[src/rtl/cluster_pkg.sv]
// rtl/cluster_pkg.sv - shared parameters, types and helpers for cluster address encoding
package cluster_pkg;

    localparam int MXSBITS    = 768;
    localparam int SEGSIZE    = 64;
    localparam int MXSEGS     = MXSBITS / SEGSIZE;
    localparam int OFFB       = 6;
    localparam int ADRB       = 10;
    localparam int MXCLUSTERS = 8;
    localparam int CNTB       = 4;
    localparam int IDXB       = 3;
    // Width of the published address field handed to the cluster packer
    localparam int CLSTB      = MXCLUSTERS * ADRB;

    typedef logic [ADRB-1:0] adr_t;
    typedef logic [CNTB-1:0] cnt_t;

    typedef struct packed {
        logic            any;
        logic [OFFB-1:0] off;
    } seg_hit_t;

    // Low n bits set; n may equal MXCLUSTERS for a full buffer
    function automatic logic [MXCLUSTERS-1:0] thermometer(input cnt_t n);
        logic [MXCLUSTERS-1:0] t;
        t = '0;
        for (int i = 0; i < MXCLUSTERS; i++) begin
            if (i < int'(n)) t[i] = 1'b1;
        end
        return t;
    endfunction

endpackage

[src/rtl/seg_lsb_encoder.sv]
// rtl/seg_lsb_encoder.sv - registered lowest-set-bit encoder for one 64-bit segment
module seg_lsb_encoder
    import cluster_pkg::*;
(
    input  logic               clock,
    input  logic               reset,
    input  logic [SEGSIZE-1:0] seg_bits,
    output seg_hit_t           hit
);

    logic [OFFB-1:0] off_c;

    // Scan high-to-low so the final write is the lowest set bit; empty segment gives 0
    always_comb begin
        off_c = '0;
        for (int i = SEGSIZE - 1; i >= 0; i--) begin
            if (seg_bits[i]) off_c = OFFB'(i);
        end
    end

    // Register the segment result (stage 1)
    always_ff @(posedge clock) begin
        if (reset) begin
            hit <= '0;
        end else begin
            hit.any <= |seg_bits;
            hit.off <= off_c;
        end
    end

endmodule

[src/rtl/cluster_address_encoder.sv]
// rtl/cluster_address_encoder.sv - pipelined cluster address encode and per-frame collector
module cluster_address_encoder
    import cluster_pkg::*;
(
    input  logic                  clock,
    input  logic                  reset,
    input  logic                  frame_start,
    input  logic [MXSBITS-1:0]    vpfs_in,
    output logic [ADRB-1:0]       adr_out,
    output logic                  adr_vld,
    output logic [CLSTB-1:0]      clusters_out,
    output logic [MXCLUSTERS-1:0] cluster_vld,
    output logic [CNTB-1:0]       cluster_cnt,
    output logic                  overflow,
    output logic                  frame_done
);

    seg_hit_t        hit1 [MXSEGS];
    logic            tag1;
    logic            tag2;
    logic [ADRB-1:0] adr_c;
    logic            any_c;
    adr_t            cl_buf [MXCLUSTERS];
    cnt_t            cnt;
    logic            ovf_sticky;
    logic            primed;

    for (genvar s = 0; s < MXSEGS; s++) begin : g_seg
        seg_lsb_encoder u_enc (
            .clock    (clock),
            .reset    (reset),
            .seg_bits (vpfs_in[s*SEGSIZE +: SEGSIZE]),
            .hit      (hit1[s])
        );
    end

    // Frame tag travels alongside stage 1
    always_ff @(posedge clock) begin
        if (reset) tag1 <= 1'b0;
        else       tag1 <= frame_start;
    end

    // Pick the lowest non-empty segment; segment base is 64-aligned so OR forms the address
    always_comb begin
        adr_c = '0;
        any_c = 1'b0;
        for (int s = MXSEGS - 1; s >= 0; s--) begin
            if (hit1[s].any) adr_c = ADRB'(s * SEGSIZE) | ADRB'(hit1[s].off);
            any_c = any_c | hit1[s].any;
        end
    end

    // Stage 2 register: streaming address, valid and tag
    always_ff @(posedge clock) begin
        if (reset) begin
            adr_out <= '0;
            adr_vld <= 1'b0;
            tag2    <= 1'b0;
        end else begin
            adr_out <= adr_c;
            adr_vld <= any_c;
            tag2    <= tag1;
        end
    end

    // Collect the first MXCLUSTERS addresses of each frame; frame boundary restarts the buffer
    always_ff @(posedge clock) begin
        if (reset) begin
            for (int k = 0; k < MXCLUSTERS; k++) cl_buf[k] <= '0;
            cnt        <= '0;
            ovf_sticky <= 1'b0;
            primed     <= 1'b0;
        end else if (tag2) begin
            primed     <= 1'b1;
            ovf_sticky <= 1'b0;
            if (adr_vld) begin
                cl_buf[0] <= adr_out;
                cnt       <= CNTB'(1);
            end else begin
                cnt <= '0;
            end
        end else if (adr_vld) begin
            if (cnt < CNTB'(MXCLUSTERS)) begin
                cl_buf[cnt[IDXB-1:0]] <= adr_out;
                cnt                   <= cnt + CNTB'(1);
            end else begin
                ovf_sticky <= 1'b1;
            end
        end
    end

    // Publish the finished frame on the boundary; the partial frame before priming is dropped
    always_ff @(posedge clock) begin
        if (reset) begin
            clusters_out <= '0;
            cluster_vld  <= '0;
            cluster_cnt  <= '0;
            overflow     <= 1'b0;
            frame_done   <= 1'b0;
        end else begin
            frame_done <= 1'b0;
            if (tag2 && primed) begin
                for (int k = 0; k < MXCLUSTERS; k++) clusters_out[k*ADRB +: ADRB] <= cl_buf[k];
                cluster_vld <= thermometer(cnt);
                cluster_cnt <= cnt;
                overflow    <= ovf_sticky;
                frame_done  <= 1'b1;
            end
        end
    end

endmodule

[config.mk]
export PLATFORM = sky130hd
export DESIGN_NAME = cluster_address_encoder
export DESIGN_NICKNAME = d
export VERILOG_FILES = /design/src/rtl/cluster_pkg.sv /design/src/rtl/seg_lsb_encoder.sv /design/src/rtl/cluster_address_encoder.sv
export SDC_FILE = /design/constraint.sdc
export NUM_CORES = 1
export LEC_CHECK = 0
export CAP_MARGIN = 0
export CORE_AREA = 2 2 341 343
export CTS_BUF_LIST = sky130_fd_sc_hd__clkbuf_16
export CTS_CLUSTER_DIAMETER = 100
export CTS_CLUSTER_SIZE = 24
export DETAILED_ROUTE_END_ITERATION = 6
export DIE_AREA = 0 0 343 345
export GPL_TIMING_DRIVEN = 1
export PLACE_DENSITY = 0.39
export SLEW_MARGIN = 20
export SYNTH_ARGS = -nofsm -noshare
export SYNTH_HDL_FRONTEND = slang
export SYNTH_SLANG_ARGS = --single-unit
[constraint.sdc]
create_clock -name clock -period 4.7 [get_ports clock]
set_input_delay 1.175 -clock clock [delete_from_list [all_inputs] [get_ports clock]]
set_output_delay 1.175 -clock clock [all_outputs]
set_load 0.01 [all_outputs]
* Yosys cells after proc, flatten, opt, wreduce, memory -nomap -nowiden
Memory sizes are Yosys's and may differ from the RTL's. A register that Yosys moved wholly into a read port is not among the register bits. Cells that the tools add are included. W data, S select, Z words.
Operators by class: add/subtract/negate cells 1, multiply operators 0, divide/modulo/power cells 0, magnitude comparators 9, eq/ne operators 0, shift-type cells 0, multiplexer cells 796, bitwise gates (word level) 13, reduce and logical (&&, ||, !) cells 95
Operator list (count):
- $mux W6 | 385
- $mux W5 | 192
- $reduce_or A64 Y1 | 12
- $mux W4 | 99
- $reduce_or A33 Y1 | 12
- $reduce_or A17 Y1 | 12
- $mux W3 | 49
- $reduce_or A9 Y1 | 13
- $reduce_or A5 Y1 | 13
- $mux W10 | 6
- $mux W2 | 24
- $reduce_or A3 Y1 | 13
- $mux W9 | 4
- $mux W1 | 34
- $reduce_or A2 Y1 | 14
- $lt A3 B4 Y1 const A | 4
- $mux W8 | 2
- $or A1 B1 Y1 | 12
- $reduce_or A10 Y1 | 1
- $lt A1 B4 Y1 const A | 2
- $lt A2 B4 Y1 const A | 2
- $mux W7 | 1
- $add A4 B1 Y4 const B | 1
- $lt A4 B4 Y1 const B | 1
- 4 further kinds | 6
Storage, ports and cells: register bits 117, latch bits 0, RAM bits 80, ROM bits 0, input bits 771, output and inout port bits 105, word-level logic and storage cells 1014, memories 1
Memories:
- cl_buf | depth 8, width 10, rd ports 8, clocked after Yosys merged registers in 8, wr ports 8, line cluster_address_encoder.sv:23 | adr_t cl_buf [MXCLUSTERS];

* Longest topological paths before layout
depth after elaboration 63, mapped depth 7

* By module
Synthesis repeated with hierarchy kept, for this count alone.
Unflattened totals: cells, all modules 2593, area, all modules 19027.0 sq um
By module, submodules not included:
- seg_lsb_encoder | instances 12, cells an instance 151, area each 944.7 sq um, seq. area each 140.1 sq um
- cluster_address_encoder | instances 1, cells an instance 781, area each 7691.1 sq um, seq. area each 4644.5 sq um

* Worst setup path after synthesis
Ideal clock, no wire load.
path kind input port to flip-flop, from in reset, to mem cl_buf[0][0] (netlist name), enable pin, library setup time 0.394 ns, arrival time 2.610 ns, data required time 4.306 ns, path slack 1.697 ns, stages 2, path buffers 0, cells stage by stage or4_1 > o31ai_1
RTL lines:
- start, declared | line cluster_address_encoder.sv:6 | input logic reset,
- end, declared | line cluster_address_encoder.sv:23

* Final worst setup path
from in vpfs_in[168], to reg g_seg[2].u_enc.hit[1] (netlist name)
On the way: word-level cells in the longest chain between the ends 39
Ends and longest elaborated chain:
- start, declared | line cluster_address_encoder.sv:8 | input logic [MXSBITS-1:0] vpfs_in,
- $mux W6 (9 in series) | line seg_lsb_encoder.sv:17 | if (seg_bits[i]) off_c = OFFB'(i);
- $mux W5 (16 in series) | line seg_lsb_encoder.sv:17
- $mux W4 (8 in series) | line seg_lsb_encoder.sv:17
- $mux W3 (4 in series) | line seg_lsb_encoder.sv:17
- $mux W2 (2 in series) | line seg_lsb_encoder.sv:17
- end, declared | line seg_lsb_encoder.sv:8 | output seg_hit_t hit
No other way between the ends. A chain may end at the register's enable or synchronous reset.

==> summary.md <==
| Metric | Value |
|---|---|
| Total power draw | between 5 and 6 mW |
| Net count after synthesis | roughly 3400 |
| Clock tree from TritonCTS | done |
| Total Nets Final | 4280 |
| Share of layout cells above drive strength 1 | 2.78% |
| Switching power as a share of total power | between 20 and 30% |
| Worst clock skew on the final layout | 0.0223 ns |
| Critical path capture point type | register |
| Final-report hold violation count | 0 |
| Fraction of registers with async set or reset after synthesis | 0% |
| Proportion of power drawn by flip-flops and latches | 43.1% |
| Worst endpoint data arrival time | 3.96 ns |
| FF-to-FF setup slack | ~1.9 ns |
| Die X | 343 um |
| Final Routed Wirelength | 113000 um |
| Terminus of the critical flop-to-flop path | adr_out[4] |
| Total global routing overflow | 0 |
| DR iter-0 viols | between 1000 and 1500 |
| Sequential share of the synthesized area | 33.8% |
| Min-Delay Path Depth | 1 |
| Combinational share of power | 25.0% |
| Total die area | roughly 120000 um^2 |
| Time the worst path needs with I/O delays and setup | 3.53 ns |
| Count of antenna-violating nets left after detailed routing | 0 |
| Count of buffers inserted at the top-level ports | 875 |
| Relative contribution of the clock network to total power | 31.8% |
| Finished layout cell area | ~30000 um^2 |
| Post-DP HPWL | 97400 um |
| Total core area | 115000 um^2 |
| RePlAce Congestion | between 0.9 and 1 |
| Fraction of the cycle the final worst path needs | between 70% and 80% |
| Length in cells of the worst reg-to-reg path | 5 |
| Hold wc startpoint | tag1 |
| Switching component of the power | around 1.8 mW |
| Synth-to-Final Area Change | 61.1% |
| Count of different cell masters after synthesis | 70 |
| TritonCTS Buffers | 19 |
| Post-cts hold buffer count | 0 |
| Worst slew margin | about a quarter |
| Cell area power density | 196 nW/um^2 |
| Top library cells by usage in the layout, fill and taps aside | sky130_fd_sc_hd__clkdlybuf4s50_1, sky130_fd_sc_hd__nor2_1, sky130_fd_sc_hd__nand2_1, sky130_fd_sc_hd__a21oi_1, sky130_fd_sc_hd__dfxtp_1 |
| Clock latency on the worst-skew pair | 0.55 ns |
| Outcome | completed |
| DR vias | 23300 |
| Worst r2r src | g_seg[6].u_enc.hit[6] |
| Internal portion of total power | around 4.1 mW |
| Vias in the first global route | 23300 |
| Global-route wire length before repair | 160000 um |
| CTS-repair resized insts | 0 |
| IR drop worst, VDD | 0.000216 V |
| Static Leakage | 9.99 nW |
| Count of flip-flops with a built-in enable after synthesis | 80 |
| Wirelength per Cell | 22.3 um |
| Post-synthesis instance total | about 2600 |
| Syn. warnings | 0 |
| Critical path startpoint category | primary input |
| Classification of the worst setup path | primary input to register |
| Post-CTS Repair Setup Buffers | 0 |
| Post-Syn Area | 18700 um^2 |
| Level count of the clock H-tree | 1 |
| Number of antenna violations at the first check in global routing | 36 |
| Seq cells post-synth | approximately 280 |
| Deepest clock path buffer count | 3 |
| Path category of the worst min-delay check | register to register |
| Setup violation total in the final timing report | 0 |
| Placement-stage cell area | 29500 um^2 |
| Final instance count without filler cells | between 5000 and 6000 |
| Clock sink count | 276 |
| Unrepaired setup endpoints after global routing | false |
| End point of the worst hold path | tag2 |
| DRT Pass-1 Iters | 6 |
| Maximum fanout along the worst path | 3 |
| Most common cell after layout, fill and taps aside | sky130_fd_sc_hd__clkdlybuf4s50_1 |
| Max-cap violations | 0 |
| Post-Place Cells | 5009 |
| Tightest Pin Transition | 1.10 ns |
| Mapped Avg Cell Area | 7.10 um^2 |
| Pin count of the biggest net entering global routing | 71 |
| Post-layout util | 26.2% |
| Ys flop type | sky130_fd_sc_hd__dfxtp_1 |
| Die Ht | 345 um |
| Clock-pin slew reported for the worst setup and hold paths after clock tree synthesis | 0.11 ns |
| Number of top-level design ports | 876 |
| Data required time at the worst endpoint | 5.13 ns |
| Combined global-route utilization of all metal layers | 18.0% |
| Count of standard-cell rows | 125 |
| Summed negative setup slack over all endpoints | 0 ns |
| Total count of max-transition violations in the final report | 0 |
| DRC violation count after routing | 0 |
| Effective utilization at floorplan | 16.3% |
| Per-cell via count in the routed design | 4.61 |
| Timing-limited maximum frequency | 283 MHz |
| Root Driver | sky130_fd_sc_hd__clkbuf_16 |
flip-flops by register name (all words and copies together) (netlist names):
register and cells:
overflow 1, cluster_cnt 3, g_seg.u_enc.hit 84, primed 1
clusters_out 80, tag1 1, frame_done 1, cl_buf 80
tag2 1, adr_out 10, ovf_sticky 1, adr_vld 1
cluster_vld 8, cnt 4
worst max-delay path by stage:
| stage | endpoint | slack (ns) | from |
|---|---|---|---|
| after detailed placement | g_seg[2].u_enc.hit[1] | 0.50 | vpfs_in[160] |
| after global placement | g_seg[2].u_enc.hit[1] | 0.22 | vpfs_in[175] |
| after global routing | g_seg[2].u_enc.hit[1] | 0.98 | vpfs_in[160] |
| after CTS | g_seg[2].u_enc.hit[1] | 1.08 | vpfs_in[160] |
| final | g_seg[2].u_enc.hit[1] | 1.17 | vpfs_in[168] |
| after floorplan | cl_buf[0][0] | 1.70 | reset |
per-stage QoR:
step | hold WS, ns | setup WS (ns)
3_3_place_gp | 0.436 | 0.219
3_5_place_dp | 0.429 | 0.503
5_1_grt | 0.474 | 0.981
2_1_floorplan | 0.414 | 1.70
6_report | 0.454 | 1.17
4_1_cts | 0.457 | 1.08
cell families (layout without fill, tap and decap cells):
group / count (synthesis) / after routing / synth area share [%]
compound gates: 763 / 763 / 25.6
flops: 276 / 276 / 33.8
fa+ha+maj: 3 / 3 / 0.201
xor+xnor: 1 / 1 / 0.0468
simple gates: 1369 / 1369 / 35.9
buf+inv: 223 / 1107 / 4.51
other cells: 0 / 17 / 0
layer usage:
layer / global-route usage, % / vias up / wire, um
met5: 0 / - / 124
met4: 2.77 / 18 / 1470
met3: 3.88 / 81 / 7250
met2: 32.6 / 667 / 56700
met1: 22.0 / 11000 / 47300
li1: - / 11600 / -
power groups by stage:
stage | combinational, mW | clock [mW] | sequential (mW)
after CTS | 1.49 | 1.98 | 2.54
after floorplan | 0.393 | 0 | 2.58
after global routing | 1.60 | 2.07 | 2.55
after detailed placement | 1.48 | 0 | 2.60
final | 1.48 | 1.88 | 2.54
after global placement | 1.48 | 0 | 2.60
critical path, cell delays in order:
cell and delay [ns]:
sky130_fd_sc_hd__clkdlybuf4s50_1 0.45, sky130_fd_sc_hd__nor2_1 0.42, sky130_fd_sc_hd__nand4_1 0.27, sky130_fd_sc_hd__a21o_1 0.23
sky130_fd_sc_hd__a31oi_1 0.75, sky130_fd_sc_hd__a2111oi_1 0.29, sky130_fd_sc_hd__o41ai_1 0.36
final cells by class:
cell class	count	area, um^2
Fill cell	12900	85000
Multi-Input combinational cell	2136	11600
Timing Repair Buffer	908	9020
Sequential cell	276	6330
Tap cell	1524	1910
Inverter	165	619
Clock buffer	19	475
Clock inverter	15	180
Antenna cell	17	42.5
Yosys cell counts, types with 5 or more instances:
cell type                   instances  area share, %
sky130_fd_sc_hd__a221o_1            5           0.27
sky130_fd_sc_hd__or3_1              5           0.17
sky130_fd_sc_hd__a31oi_1           33            1.1
sky130_fd_sc_hd__nor4_1           185            6.2
sky130_fd_sc_hd__o41ai_1            5           0.23
sky130_fd_sc_hd__nor3_1           183            4.9
sky130_fd_sc_hd__a21boi_0          11           0.44
sky130_fd_sc_hd__nand2b_1          18           0.60
sky130_fd_sc_hd__or2_2             14           0.47
sky130_fd_sc_hd__a41oi_1            9           0.42
sky130_fd_sc_hd__and3_1            19           0.63
sky130_fd_sc_hd__nor2b_1           40            1.3
sky130_fd_sc_hd__inv_1            165            3.3
sky130_fd_sc_hd__a21oi_1          297            7.9
sky130_fd_sc_hd__a2111oi_0         21           0.98
sky130_fd_sc_hd__buf_1             16           0.32
sky130_fd_sc_hd__nand4_1           19           0.63
sky130_fd_sc_hd__o31ai_1           52            2.1
sky130_fd_sc_hd__o311a_1            5           0.27
sky130_fd_sc_hd__clkbuf_1          38           0.76
sky130_fd_sc_hd__o311ai_0          17           0.80
sky130_fd_sc_hd__dfxtp_1          196             21
sky130_fd_sc_hd__o21bai_1          14           0.56
sky130_fd_sc_hd__or4_1             38            1.5
sky130_fd_sc_hd__a311oi_1           5           0.23
sky130_fd_sc_hd__o21a_1            20           0.80
sky130_fd_sc_hd__a221oi_1          11           0.51
sky130_fd_sc_hd__edfxtp_1          80             13
sky130_fd_sc_hd__a211oi_1          20           0.80
sky130_fd_sc_hd__nand2_1          311            6.2
sky130_fd_sc_hd__nor2_1           360            7.2
sky130_fd_sc_hd__o21ai_0          139            3.7
sky130_fd_sc_hd__o221ai_1          16           0.75
sky130_fd_sc_hd__nor3b_1            6           0.24
sky130_fd_sc_hd__and2_1            94            3.1
sky130_fd_sc_hd__nand3_1           63            1.7
sky130_fd_sc_hd__o22ai_1           10           0.33
sky130_fd_sc_hd__o211ai_1          21           0.84
sky130_fd_sc_hd__o31a_1            10           0.47
sky130_fd_sc_hd__o2111ai_1         12           0.56
(Power assumes the default switching activity.)
